File: src/rtl/even_parity_framer.sv
// even_parity_framer
// Serial transmit controller: accepts a parallel word over valid/ready,
// shifts it out LSB-first one bit per clock, then appends an even-parity
// bit so each frame (data plus parity) carries an even number of ones.
// A programmable number of idle cycles separates consecutive frames.
// All outputs are registered; the FSM computes next-cycle output values
// alongside the next state.

module even_parity_framer #(
  parameter int DATA_W = 8,
  parameter int GAP    = 1
) (
  input  logic              clk,
  input  logic              rst,
  input  logic              in_valid,
  output logic              in_ready,
  input  logic [DATA_W-1:0] in_data,
  output logic              ser_out,
  output logic              ser_valid,
  output logic              frame_start,
  output logic              frame_end,
  output logic              busy,
  output logic [7:0]        frame_cnt
);

  // Bit counter must hold values 0..DATA_W.
  localparam int CNT_W = $clog2(DATA_W + 1);
  // Gap counter only needs to reach GAP-1; keep at least one bit so the
  // declaration stays legal when GAP is 0 or 1.
  localparam int GAP_W = (GAP > 1) ? $clog2(GAP) : 1;

  localparam logic [CNT_W-1:0] LAST_BIT = CNT_W'(DATA_W - 1);
  localparam logic [GAP_W-1:0] GAP_LAST = GAP_W'((GAP > 0) ? (GAP - 1) : 0);

  typedef enum logic [1:0] {
    ST_IDLE   = 2'd0,
    ST_DATA   = 2'd1,
    ST_PARITY = 2'd2,
    ST_GAP    = 2'd3
  } state_t;

  // One step of the running even-parity accumulation.
  function automatic logic parity_step(input logic acc_in, input logic b_in);
    return acc_in ^ b_in;
  endfunction

  state_t            state_r;
  logic [DATA_W-1:0] shreg_r;
  logic              acc_r;
  logic [CNT_W-1:0]  bit_cnt_r;
  logic [GAP_W-1:0]  gap_cnt_r;

  logic [DATA_W-1:0] shreg_nxt_s;
  logic              acc_nxt_s;

  // Shifted word and parity including the bit currently on the line.
  always_comb begin
    shreg_nxt_s = shreg_r >> 1;
    acc_nxt_s   = parity_step(acc_r, shreg_r[0]);
  end

  // Frame sequencer: state, datapath registers and registered outputs.
  always_ff @(posedge clk) begin
    if (rst) begin
      state_r     <= ST_IDLE;
      shreg_r     <= '0;
      acc_r       <= 1'b0;
      bit_cnt_r   <= '0;
      gap_cnt_r   <= '0;
      in_ready    <= 1'b1;
      ser_out     <= 1'b0;
      ser_valid   <= 1'b0;
      frame_start <= 1'b0;
      frame_end   <= 1'b0;
      busy        <= 1'b0;
      frame_cnt   <= 8'd0;
    end else begin
      case (state_r)
        ST_IDLE: begin
          if (in_valid) begin
            // Accept: bit 0 goes on the line in the very next cycle.
            shreg_r     <= in_data;
            acc_r       <= 1'b0;
            bit_cnt_r   <= '0;
            state_r     <= ST_DATA;
            in_ready    <= 1'b0;
            ser_out     <= in_data[0];
            ser_valid   <= 1'b1;
            frame_start <= 1'b1;
            frame_end   <= 1'b0;
            busy        <= 1'b1;
          end else begin
            state_r     <= ST_IDLE;
            in_ready    <= 1'b1;
            ser_out     <= 1'b0;
            ser_valid   <= 1'b0;
            frame_start <= 1'b0;
            frame_end   <= 1'b0;
            busy        <= 1'b0;
          end
        end

        ST_DATA: begin
          shreg_r     <= shreg_nxt_s;
          acc_r       <= acc_nxt_s;
          bit_cnt_r   <= bit_cnt_r + CNT_W'(1);
          in_ready    <= 1'b0;
          ser_valid   <= 1'b1;
          frame_start <= 1'b0;
          busy        <= 1'b1;
          if (bit_cnt_r == LAST_BIT) begin
            // Last data bit is on the line now; parity follows.
            state_r   <= ST_PARITY;
            ser_out   <= acc_nxt_s;
            frame_end <= 1'b1;
          end else begin
            state_r   <= ST_DATA;
            ser_out   <= shreg_nxt_s[0];
            frame_end <= 1'b0;
          end
        end

        ST_PARITY: begin
          frame_cnt   <= frame_cnt + 8'd1;
          ser_out     <= 1'b0;
          ser_valid   <= 1'b0;
          frame_start <= 1'b0;
          frame_end   <= 1'b0;
          if (GAP > 0) begin
            state_r   <= ST_GAP;
            gap_cnt_r <= '0;
            in_ready  <= 1'b0;
            busy      <= 1'b1;
          end else begin
            state_r   <= ST_IDLE;
            in_ready  <= 1'b1;
            busy      <= 1'b0;
          end
        end

        ST_GAP: begin
          ser_out     <= 1'b0;
          ser_valid   <= 1'b0;
          frame_start <= 1'b0;
          frame_end   <= 1'b0;
          if (gap_cnt_r == GAP_LAST) begin
            state_r  <= ST_IDLE;
            in_ready <= 1'b1;
            busy     <= 1'b0;
          end else begin
            state_r   <= ST_GAP;
            gap_cnt_r <= gap_cnt_r + GAP_W'(1);
            in_ready  <= 1'b0;
            busy      <= 1'b1;
          end
        end

        default: begin
          state_r     <= ST_IDLE;
          in_ready    <= 1'b1;
          ser_out     <= 1'b0;
          ser_valid   <= 1'b0;
          frame_start <= 1'b0;
          frame_end   <= 1'b0;
          busy        <= 1'b0;
        end
      endcase
    end
  end

endmodule

File: config.mk
export PLATFORM = sky130hd
export DESIGN_NAME = even_parity_framer
export DESIGN_NICKNAME = d
export VERILOG_FILES = /design/src/rtl/even_parity_framer.sv
export SDC_FILE = /design/constraint.sdc
export NUM_CORES = 1
export LEC_CHECK = 0
export CAP_MARGIN = 20
export CORE_AREA = 2 2 70 72
export CTS_CLUSTER_DIAMETER = 150
export DETAILED_ROUTE_END_ITERATION = 8
export DIE_AREA = 0 0 72 74
export GPL_ROUTABILITY_DRIVEN = 0
export GPL_TIMING_DRIVEN = 0
export PLACE_DENSITY = 0.53
export SLEW_MARGIN = 20
export SYNTH_ARGS = -nofsm -noshare
export SYNTH_HDL_FRONTEND = slang
export SYNTH_SLANG_ARGS = --single-unit
export TNS_END_PERCENT = 1
File: constraint.sdc
create_clock -name clk -period 1.7 [get_ports clk]
set_clock_uncertainty 0.05 [all_clocks]
set_input_delay 0.17 -clock clk [delete_from_list [all_inputs] [get_ports clk]]
set_output_delay 0.17 -clock clk [all_outputs]
set_load 0.05 [all_outputs]
==> results.sh, run 1 <==
export IMPL_fmax_mhz=625.3
export IMPL_insertion_delay_ns=0.28
export IMPL_fin_crit_ns=1.599
export IMPL_synth_area_um2=1346
export IMPL_maxCapViolCount=0
export IMPL_post_cts_resized=5
export IMPL_slew_viol_final=0
export IMPL_hold_violations=0
export IMPL_fin_area_um2=1749
export IMPL_peakVddDrop_v=0.0003164
export IMPL_grt_max_degree=11
export IMPL_setup_violations=0
export IMPL_place_worst_setup_slack_ns=0.02330
export IMPL_ff2ff_setup_slack_ns=0.11
export IMPL_num_vias=1080
export IMPL_rr_endpoint="acc_r"
export IMPL_grt_first_pass_wirelength_mm=4.899
export IMPL_synthSimpleGateAreaFrac=0.2361
export IMPL_hold_path_class="reg2reg"
export IMPL_dp_hpwl_mm=2.069
export IMPL_timing_final_ws_setup_ns=0.1007
export IMPL_die_h_um=74
export IMPL_ys_flop_type="dfxtp_1"
export IMPL_p_leak_uw=0.0007428
export IMPL_io_buffers=24
export IMPL_synth_compound_area_frac=0.1329
export IMPL_min_path_cells=2
export IMPL_die_area_um2=5328
export IMPL_antenna_found_initial=0
export IMPL_yosys_warnings=0
export IMPL_area_delta_synth_final_pct=29.93
export IMPL_htree_levels=2
export IMPL_final_fill_count=466
export IMPL_cp_arrival_ns=1.38
export IMPL_clk_pin_slew_ns=0.06
export IMPL_first_iter_violations=45
export IMPL_cts_sinks=29
export IMPL_hold_buffers=0
export IMPL_worst_path_buf_inv=1
export IMPL_yosysSeqAreaShare=0.4312
export IMPL_crit_path_end_kind="output pin"
export IMPL_drt_wl_total_mm=2.861
export IMPL_ys_ff_latch=29
export IMPL_avgSynthCellArea_um2=9.548
export IMPL_grt_pass1_vias=1072
export IMPL_start_kind="flip-flop"
export IMPL_cp_slowest_cell="clkdlybuf4s50_1"
export IMPL_place_area_um2=1654
export IMPL_outcome="finished clean"
export IMPL_viasPerCell=4.758
export IMPL_slowest_delay_ns=0.79
export IMPL_layout_drive_gt1_share=0.1734
export IMPL_rows=25
export IMPL_dr_pass1_iters=4
export IMPL_antenna_left=0
export IMPL_r2r_cells=6
export IMPL_period_share=0.9408
export IMPL_globalRouteOverflowTotal=0
export IMPL_synth_cell_types=39
export IMPL_die_w_um=72
export IMPL_layout_commonest_cell="dfxtp_1"
export IMPL_cts_tree="yes"
export IMPL_synth_mux_area_frac=0.05390
export IMPL_cts_root_buf="clkbuf_8"
export IMPL_nets=189
export IMPL_cts_setup_buffers=0
export IMPL_synth_adder_area_share=0.05576
export IMPL_synth_async_reset_ratio=0
export IMPL_r2r_start="state_r[0]"
export IMPL_clk_path_buf_depth=2
export IMPL_track_usage=0.1188
export IMPL_cp_max_fo=1
export IMPL_syn_inst=141
export IMPL_core_um2=4598
export IMPL_final_cell_mix="29 x dfxtp_1, 16 x clkdlybuf4s50_1, 15 x nor2_1"
export IMPL_cp_top_family="buffers and inverters"
export IMPL_worstHoldEndpoint="bit_cnt_r[1]"
export IMPL_required_ns=1.48
export IMPL_power_density_nw_per_um2=878.7
export IMPL_synth_top_family_by_area="simple AND/OR/NAND/NOR gates"
export IMPL_hp_start="bit_cnt_r[1]"
export IMPL_io_pins=25
export IMPL_diodes=0
export IMPL_worst_setup_path_type="reg2out"
export IMPL_synth_net_count=158
export IMPL_synth_edf_count=0
export IMPL_drc_errors=0
export IMPL_synth_xor_xnor_area_share=0.03903
export IMPL_crit_chain="clkdlybuf4s50_1"
export IMPL_initial_core_util=0.2928
export IMPL_rsz0062_at_grt="no"
export IMPL_post_drt_wl_per_cell_um=12.60
export IMPL_worstMarginPinSlew_ns=0.5719
export IMPL_cts_buffers=5
export IMPL_slew_headroom=0.6188
-- metal layers --
metal  GRT usage  part of all wire  vias up
met2      0.1872              0.46       22
met1      0.1484              0.47      501
met5           0                 0        -
li1            -                 -      553
met3     0.03794             0.045        4
met4     0.05660             0.020        0
-- cell type report --
class / count / area, µm² / area share
timing repair buffer: 24 / 241.5 / 0.1381
clock buffer: 5 / 68.82 / 0.03934
tap: 54 / 67.56 / 0.03863
clock inverter: 3 / 17.52 / 0.01001
multi-input combinational: 100 / 701.9 / 0.4013
sequential: 29 / 580.6 / 0.3319
buffer: 8 / 56.30 / 0.03219
inverter: 4 / 15.01 / 0.008584
-- cells by family (layout without fill, tap and decap cells) --
logic type / after synthesis / after routing
fa+ha+maj: 6 / 6
mux: 7 / 7
simple gates: 56 / 56
buf+inv: 12 / 44
compound gates: 25 / 25
flops: 29 / 29
xor+xnor: 6 / 6
-- flip-flops by register name (all words and copies together) (netlist names) --
| signal | flops |
|---|---|
| state_r | 2 |
| bit_cnt_r | 4 |
| acc_r | 1 |
| frame_start | 1 |
| frame_cnt | 8 |
| busy | 1 |
| ser_valid | 1 |
| frame_end | 1 |
| shreg_r | 8 |
| in_ready | 1 |
| ser_out | 1 |
-- stage by stage --
stage	TNS [ns]	hold WS (ns)	utilization	total power (µW)	instances
floorplan	0	0.2683	-	929.4	141
global placement	-0.01590	0.4142	0.3597	1001	219
detailed placement	0	0.4193	0.3597	1004	219
CTS	0	0.4281	0.3771	1555	227
global route	0	0.4423	0.3804	1617	227
finish	0	0.4262	0.3804	1537	227
-- power breakdown --
| part | leakage, µW | internal, µW | switching (µW) | total (µW) |
|---|---|---|---|---|
| combinational | 0.000462 | 112 | 142 | 254 |
| clock | 0.0000439 | 281 | 264 | 545 |
| sequential | 0.000237 | 715 | 21.8 | 737 |
| total | 0.000743 | 1110 | 428 | 1540 |
-- worst max path at each step --
stage	from	to	slack [ns]	cells past startpoint
6_report	in_ready	in_ready	0.10	1
5_1_grt	state_r[0]	frame_end	0.009	5
4_1_cts	frame_cnt[6]	frame_cnt[6]	0.008	1
3_5_place_dp	rst	state_r[1]	0.02	4
3_3_place_gp	rst	state_r[1]	-0.01	4
2_1_floorplan	frame_cnt[3]	frame_cnt[7]	0.16	4
-- synth_stat cells (all sizes together), types with 2 or more instances --
| cell | n | share of area |
|---|---|---|
| nand2 | 9 | 0.025 |
| dfxtp | 29 | 0.43 |
| o21ai | 6 | 0.022 |
| nand4 | 3 | 0.019 |
| ha | 6 | 0.056 |
| nand3 | 3 | 0.011 |
| or3 | 2 | 0.0093 |
| clkbuf | 2 | 0.0056 |
| mux2 | 2 | 0.017 |
| nand3b | 2 | 0.011 |
| a21oi | 8 | 0.030 |
| nor2b | 2 | 0.0093 |
| nor3 | 5 | 0.022 |
| nor3b | 2 | 0.011 |
| xor2 | 5 | 0.033 |
| nor2 | 21 | 0.080 |
| a211oi | 5 | 0.043 |
| buf | 6 | 0.034 |
| nand2b | 2 | 0.0093 |
| mux2i | 5 | 0.037 |
| inv | 4 | 0.011 |
| o22ai | 3 | 0.014 |
No activity file was read; power rests on OpenSTA's default activity.
==> run 2, diff against run 1 <==
Settings changed: CTS_CLUSTER_DIAMETER 150 to 120.
==> results of run 2 <==
No change in the layout: final DEF, timing and power equal those of run 1.
==> RTL edit: new RTL, flow settings as in run 2 <==
The 4 states of `state_t` get a one-hot encoding in 4 bits.
--- a/src/rtl/even_parity_framer.sv
+++ b/src/rtl/even_parity_framer.sv
@@ -32,11 +32,11 @@
   localparam logic [CNT_W-1:0] LAST_BIT = CNT_W'(DATA_W - 1);
   localparam logic [GAP_W-1:0] GAP_LAST = GAP_W'((GAP > 0) ? (GAP - 1) : 0);
 
-  typedef enum logic [1:0] {
-    ST_IDLE   = 2'd0,
-    ST_DATA   = 2'd1,
-    ST_PARITY = 2'd2,
-    ST_GAP    = 2'd3
+  typedef enum logic [3:0] {
+    ST_IDLE   = 4'b0001,
+    ST_DATA   = 4'b0010,
+    ST_PARITY = 4'b0100,
+    ST_GAP    = 4'b1000
   } state_t;
 
   // One step of the running even-parity accumulation.
Check against the original RTL: no difference found for any inputs over 10 cycles, from zero or initial values and one cycle with rst high; not proved beyond that.
==> RTL edit against run 2 <==
The run now ends with setup timing left. Maximum frequency fell by 7.2%. Wire length rose by 22%. Highest routed layer unchanged. Largest power group unchanged. Area after synthesis rose by 7.2%. Critical endpoint is now frame_cnt[4]. Cell count rose by 11%. Setup slack got worse by 0.12 ns. Sequential cell count rose by 2. Final area rose by 8.8%. Total power rose by 4.9%. Combinational power fell by 26%.
==> RTL edit: results (changes against run 2) <==
Pwr
  • Pint: 1.21 mW (+9.3%)
  • Switch Pwr: 0.400 mW (-6.6%)
  • Comb power frac: 0.117 (-0.049)
  • Static Leakage: 0.749 nW (+0.89%)
  • Seq group: 0.783 mW (+6.2%)
  • Worst VDD drop: 0.467 mV (+48%)

Yosys
  • Commonest cells in the netlist: dfxtp_1 (31), nand2_1 (20), clkbuf_1 (12)
  • Ys async rst share: 0 (unchanged)
  • YS warnings: 0 (unchanged)
  • Synth unique cells: 38 (-2.6%)
  • Syn Inst Count: 166 (+18%)
  • Synth top area cells: dfxtp_1 (43%), nand2_1 (5.2%), o311ai_0 (4.2%)
  • Syn Nets: 179 (+13%)
  • Adder-cell share of the synthesized area: 0.0173 (-0.0384)
  • Multiplexer share of the synthesized area: 0.0139 (-0.0400)
  • Sequential area share after synthesis: 0.430 (-0.00142)
  • Synth Area in XOR/XNOR: 0.0182 (-0.0208)
  • Synth Area in Compound Gates: 0.256 (+0.124)

Worst setup path
  • Slowest-stage cell, CP: or4b_4
  • Worst-path fanout max: 10 (+9)
  • Max incr delay on CP: 0.59 ns (-0.20 ns)
  • Top Family by Delay on Critical Path: simple AND/OR/NAND/NOR gates
  • Arrival @ worst endpoint: 1.88 ns (+0.50 ns)

Placement
  • Placed insts: 243 (+11%)
  • Pre-CTS WS: -0.262 ns (-0.285 ns)
  • Placed cell area: 1740 sq um (+5.3%)
  • Post-DP HPWL: 2430 microns (+17%)
  • Port bufs: 23 (-4.2%)

Drt
  • Metal3 WL: 151 microns (+18%)
  • DRT met1 WL: 1630 microns (+21%)
  • WL/cell: 13.9 microns (+11%)
  • Starting DRT DRC Count: 43 (-4.4%)
  • Avg Vias per Cell: 5.46 (+15%)
  • WL final: 3500 microns (+22%)
  • DRT Pass-1 Iters: 4 (unchanged)
  • Wire length on met2: 1690 microns (+27%)

Clocking
  • Clock Path Buffers: 2 (unchanged)
  • Cts bufs inserted: 5 (unchanged)
  • PostCTS Resize Cnt: 16 (+11)
  • Reg clk slew, reported paths: 0.06 ns (about the same)

Run status
  • Status: finished, violations left
  • Failing checks: setup timing

Cells and area
  • Layout cells sized above 1: 0.117 (-0.0567)
  • Leading registers by flop count: frame_cnt x8, shreg_r x8
  • Fin nets: 209 (+11%)

GRT
  • M1 GR Usage: 0.169 (+0.0207)
  • All-Layer GR Usage: 0.139 (+0.0199)
  • First-pass GRT wire length: 5770 microns (+18%)
  • Met2 Usage GRT: 0.231 (+0.0442)
  • Initial antenna violation count: 0 (unchanged)
  • Number of global-route vias before repair: 1,275 (+19%)
  • Met3 usage in global routing: 0.0420 (+0.00407)

STA
  • Final setup viols: 4 (+4)
  • Final setup TNS: -0.0419 ns (-0.0419 ns)
  • Slew HR: 0.664 (+0.0455)
  • Setup ws final: -0.0225 ns (-0.123 ns)

Hold path
  • Worst hold path type: in2reg
## RTL edit: cell count changes after synthesis, moves of 5 or more
cell / run 2 / this run
nor2_1: 15 / 7
nor2_2: 5 / 0
a31oi_1: 0 / 7
o21bai_1: 0 / 7
clkbuf_1: 2 / 12
o311ai_0: 0 / 7
nand2_1: 9 / 20
## RTL edit: path summary, 6_finish.rpt
| check | from | end | slack, ns | cells past startpoint |
|---|---|---|---|---|
| min reg2reg | shreg_r[4] | shreg_r[3] | 0.44 | 2 |
| max | state_r[1] | frame_cnt[4] | -0.02 | 3 |
| max reg2reg | state_r[1] | frame_cnt[4] | -0.02 | 3 |
| min | rst | shreg_r[7] | 0.28 | 2 |
## RTL edit: cell type report
| type | instances | area (sq um) |
|---|---|---|
| fillers | 466 | 2700 |
| multi-input cells | 120 | 796 |
| flip-flops and latches | 31 | 628 |
| repair buffers | 23 | 231 |
| clock buffers | 8 | 100 |
| plain buffers | 12 | 68.8 |
| well taps | 54 | 67.6 |
| inverters | 3 | 11.3 |
